File: src/rtl/mod_n_serial.sv
// mod_n_serial: computes (serial MSB-first value) mod MOD over a framed
// bit stream, with a saturating bit counter and a one-cycle result pulse.
module mod_n_serial #(
  parameter int MOD   = 3,
  parameter int CNT_W = 16,
  localparam int REM_W = $clog2(MOD)
) (
  input  logic             clk,
  input  logic             rst,
  input  logic             start,
  input  logic             finish,
  input  logic             in_valid,
  input  logic             in,
  output logic             busy,
  output logic [REM_W-1:0] remainder,
  output logic             divisible,
  output logic [CNT_W-1:0] bit_count,
  output logic             overflow,
  output logic             has_result
);

  generate
    if (MOD < 2 || MOD > 255) begin : gBadMod
      $error("mod_n_serial: MOD must lie in 2..255");
    end
  endgenerate

  typedef enum logic {IDLE, RUN} state_e;

  localparam logic [REM_W:0]   MOD_V   = MOD[REM_W:0];
  localparam logic [CNT_W-1:0] CNT_MAX = '1;
  localparam logic [CNT_W-1:0] CNT_ONE = {{(CNT_W-1){1'b0}}, 1'b1};

  state_e           state_q, state_d;
  logic [REM_W-1:0] acc_q, acc_d;
  logic [CNT_W-1:0] bitCnt_q, bitCnt_d;
  logic             overflow_q, overflow_d;
  logic [REM_W-1:0] remainder_q, remainder_d;
  logic             divisible_q, divisible_d;
  logic             pending_q, pending_d;
  logic             hasResult_q, hasResult_d;
  logic             consume;
  logic [REM_W:0]   accDbl;
  logic [REM_W:0]   accWrap;

  // State register; reset wins over everything, including start.
  always_ff @(posedge clk) begin
    if (rst) state_q <= IDLE;
    else     state_q <= state_d;
  end

  // Next state: start always (re)opens a frame, finish alone closes it.
  always_comb begin
    state_d = state_q;
    case (state_q)
      IDLE: if (start) state_d = RUN;
      RUN:  if (!start && finish) state_d = IDLE;
      default: state_d = IDLE;
    endcase
  end

  // FSM outputs: busy mirrors the state, bits are taken only in RUN without start.
  always_comb begin
    busy    = (state_q == RUN);
    consume = (state_q == RUN) && in_valid && !start;
  end

  // Accumulator step: 2*acc+in never exceeds 2*MOD-1, so one conditional subtract suffices.
  always_comb begin
    accDbl  = {acc_q, 1'b0} + {{REM_W{1'b0}}, in};
    accWrap = (accDbl >= MOD_V) ? (accDbl - MOD_V) : accDbl;
  end

  // Datapath next state: start clears the frame, a finish in RUN arms a one-cycle-later result.
  always_comb begin
    acc_d       = acc_q;
    bitCnt_d    = bitCnt_q;
    overflow_d  = overflow_q;
    remainder_d = remainder_q;
    divisible_d = divisible_q;
    pending_d   = 1'b0;
    hasResult_d = pending_q;
    if (start) begin
      acc_d       = '0;
      bitCnt_d    = '0;
      overflow_d  = 1'b0;
      remainder_d = '0;
      divisible_d = 1'b0;
      hasResult_d = 1'b0;
    end else begin
      if (consume) begin
        acc_d = accWrap[REM_W-1:0];
        if (bitCnt_q == CNT_MAX) overflow_d = 1'b1;
        else                     bitCnt_d   = bitCnt_q + CNT_ONE;
      end
      pending_d = (state_q == RUN) && finish;
      if (pending_q) begin
        remainder_d = acc_q;
        divisible_d = (acc_q == '0);
      end
    end
  end

  // Datapath registers with synchronous reset.
  always_ff @(posedge clk) begin
    if (rst) begin
      acc_q       <= '0;
      bitCnt_q    <= '0;
      overflow_q  <= 1'b0;
      remainder_q <= '0;
      divisible_q <= 1'b0;
      pending_q   <= 1'b0;
      hasResult_q <= 1'b0;
    end else begin
      acc_q       <= acc_d;
      bitCnt_q    <= bitCnt_d;
      overflow_q  <= overflow_d;
      remainder_q <= remainder_d;
      divisible_q <= divisible_d;
      pending_q   <= pending_d;
      hasResult_q <= hasResult_d;
    end
  end

  assign remainder  = remainder_q;
  assign divisible  = divisible_q;
  assign bit_count  = bitCnt_q;
  assign overflow   = overflow_q;
  assign has_result = hasResult_q;

endmodule

File: config.mk
export PLATFORM = sky130hd
export DESIGN_NAME = mod_n_serial
export DESIGN_NICKNAME = d
export VERILOG_FILES = /design/src/rtl/mod_n_serial.sv
export SDC_FILE = /design/constraint.sdc
export NUM_CORES = 1
export LEC_CHECK = 0
export CAP_MARGIN = 15
export CORE_MARGIN = 5
export CORE_UTILIZATION = 44
export DETAILED_ROUTE_END_ITERATION = 16
export HOLD_SLACK_MARGIN = 0.15
export PLACE_DENSITY = 0.79
export SETUP_SLACK_MARGIN = 0.2
export SYNTH_ARGS = -nofsm -noshare
export SYNTH_HDL_FRONTEND = slang
export SYNTH_SLANG_ARGS = --single-unit
File: constraint.sdc
create_clock -name clk -period 1.6 [get_ports clk]
set_input_delay 0.16 -clock clk [delete_from_list [all_inputs] [get_ports clk]]
set_output_delay 0.16 -clock clk [all_outputs]
set_load 0.02 [all_outputs]
==> results.py <==
metrics = {
    "status": {
        "outcome": "finished with violations",
        "violations": "negative setup slack",
    },
    "global_route": {
        "grt_pass1_vias": 1400,
        "grt_usage_pct": 18.3,
        "grt_pass1_wl_um": 6080,
        "antenna_found_initial": 0,
        "grt_max_degree": 14,
        "grt_overflow": 0,
    },
    "clock_tree": {
        "clockBufferDepth": 2,
        "clkSlewWorstSetupHoldPaths_ps": 130,
        "cts_buffers": 3,
        "clock-sinks": 25,
        "clk-insertion-delay-late_ps": 310,
        "cts_root_buffer": "clkbuf_4",
        "cts_htree_levels": 1,
        "tritoncts": "built",
    },
    "floorplan": {
        "io_pins": 28,
        "core_sq_mm": 0.00271,
        "start_util_pct": 44.9,
        "rows": 19,
        "die_h_um": 62.6,
        "dieArea_sq_mm": 0.00392,
        "fp.dieW_um": 62.6,
    },
    "finish": {
        "syn2layout_area_growth_pct": 61.4,
        "fin_nets": 208,
        "postLayoutCoreUtil_pct": 72.4,
        "n_antenna_cell": 0,
        "drive_gt1_share_pct": 43.2,
        "final_cell_mix": "buf_4 (37), dlygate4sd2_1 (22), nor2_1 (13), dfxtp_4 (10), dfxtp_1 (8)",
        "fillers": 205,
        "final_common_cell": "buf_4",
    },
    "timing": {
        "post-route-period-util_pct": 104,
        "relSlewSlack_pct": 71.5,
        "fin_crit_ps": 1670,
        "hold_violations": 0,
        "fmax_mhz": 600,
        "worst_slack_ps": -66.6,
        "finClkSkew_ps": 7.89,
        "rsz0062_at_grt": "yes",
        "setup_violations": 4,
        "worst_pin_slew_ps": 424,
        "slew_violations": 0,
    },
    "logic_synthesis": {
        "ys_ff_latch": 25,
        "synthesis.area_sq_mm": 0.00122,
        "ys_warn_count": 0,
        "syn_nets": 144,
        "ys.flop_type": "dfxtp_1",
        "ys_async_sr_fraction_pct": 0,
        "ys_seq_area_share_pct": 41.2,
        "ys_types": 39,
        "avgSynthCellArea_sq_um": 8.94,
        "synth_edf_count": 0,
        "postSynthCellCount": 136,
    },
    "worst_setup_path": {
        "crit_fanout": 4,
        "cpMaxStageDelayCell": "or4_4",
        "required_ps": 1870,
        "crit_chain": "nand3b_1 > buf_4 > or3_4 > or4_4 > nand2_2",
        "end_kind": "flip-flop",
        "cp_slowest_stage_delay_ps": 420,
        "start_kind": "flip-flop",
        "cp.arrival_ps": 1940,
        "crit_type": "flip-flop to flip-flop",
    },
    "route": {
        "drc_errors": 0,
        "first_iter_violations": 72,
        "via_per_inst": 5.92,
        "first_pass_iters": 4,
        "wirelength_um": 3710,
        "wire_per_inst_um": 16.1,
        "ant_nets": 0,
        "vias": 1362,
    },
    "pwr": {
        "leakage_uw": 0.000841,
        "pwr_density_cell_mw_per_mm2": 499,
        "vdd_ir_drop_max_uv": 578,
    },
    "worst_hold_path": {
        "min_path_type": "input pin to flip-flop",
    },
    "flow_run": {
        "maxCapViolations": 0,
    },
    "placement": {
        "place.gp.congestion": 0.879,
        "dp_hpwl_um": 2410,
        "post-place-ws_ps": -405,
        "io_buffers": 27,
    },
}
[area by class of cell]
| class | instances | area, sq um | share of cell area, % |
|---|---|---|---|
| Multi-Input combinational cell | 102 | 808 | 41.2 |
| Inverter | 3 | 11.3 | 0.574 |
| Timing Repair Buffer | 65 | 532 | 27.1 |
| Clock buffer | 4 | 26.3 | 1.34 |
| Tap cell | 31 | 38.8 | 1.98 |
| Sequential cell | 25 | 547 | 27.9 |
[layer usage]
metal	vias up	wire length, um	global-route usage [%]
met2	42	1910	31.3
li1	653	-	-
met3	10	165	3.60
met5	-	0	0
met4	0	82	9.02
met1	657	1550	21.6
[power by group]
part	internal (uW)	total [uW]	switching, uW	leakage [uW]
Combinational	45.1	87.7	42.6	0.000613
Sequential	610	613	3.01	0.000213
Clock	97.4	278	181	0.0000150
Total	753	979	226	0.000841
[through the flow]
stage / cell area (sq um) / setup TNS [ps] / instances / hold WS [ps] / power, uW
5_1_grt: 1960 / -689 / 230 / 444 / 1040
3_5_place_dp: 1720 / -2550 / 208 / 459 / 707
2_1_floorplan: 1310 / 0 / 136 / 223 / 662
3_3_place_gp: 1720 / -1670 / 208 / 454 / 704
6_report: 1960 / -231 / 230 / 452 / 979
4_1_cts: 1820 / 0 / 222 / 441 / 983
[state kept, by name, summed over array words and instances (netlist names)]
register	flops
bit_count	16
acc_q	2
remainder	2
busy	1
divisible	1
has_result	1
overflow	1
pending_q	1
[synth_stat cells (2+ instances only)]
| cell | number | area share [%] |
|---|---|---|
| dfxtp_1 | 25 | 41 |
| nor2_1 | 14 | 4.3 |
| or3_1 | 9 | 4.6 |
| a21oi_1 | 8 | 3.3 |
| nand2_1 | 8 | 2.5 |
| nand4_1 | 7 | 3.6 |
| o21ai_0 | 6 | 2.5 |
| mux2i_1 | 5 | 4.1 |
| nand3_1 | 4 | 1.6 |
| nor3_1 | 4 | 1.6 |
| o211ai_1 | 4 | 2.5 |
| inv_1 | 3 | 0.93 |
| a31oi_1 | 2 | 1.0 |
| and3_1 | 2 | 1.0 |
| buf_4 | 2 | 1.2 |
| clkbuf_1 | 2 | 0.62 |
| ha_1 | 2 | 2.1 |
| nand3b_1 | 2 | 1.2 |
| nor4_1 | 2 | 1.0 |
| nor4b_1 | 2 | 1.4 |
| o21bai_1 | 2 | 1.2 |
| o311ai_1 | 2 | 1.4 |
| o41ai_1 | 2 | 1.4 |
| or4_1 | 2 | 1.2 |
[final timing paths]
check	start	end	slack, ps	cells after the start
min	finish	pending_q	450	2
max	busy	bit_count[5]	-70	5
max reg2reg	busy	bit_count[5]	-70	5
min reg2reg	bit_count[14]	bit_count[14]	490	1
[critical path: cells and delay by family, from the launching register on]
| family | cells | cell delay, ps |
|---|---|---|
| and+or+nand+nor | 4 | 1040 |
| DFF | 1 | 370 |
| buffers and inverters | 1 | 210 |
[cell families (layout without fill, tap and decap cells)]
family,after synthesis,after routing,share of synthesized area (%)
muxes,5,5,4.12
adders and majority gates,2,2,2.06
DFF,25,25,41.2
AOI/OAI and AO/OA,31,31,17.1
buffers and inverters,9,72,4.11
and+or+nand+nor,64,64,31.5
[repair_timing]
item	in CTS	in global routing
buffers inserted	10	8
pin swaps	9	12
gates resized for setup	30	18
setup endpoints to repair	39	18
hold buffers	0	0
Power figures use the tool's default switching activity.
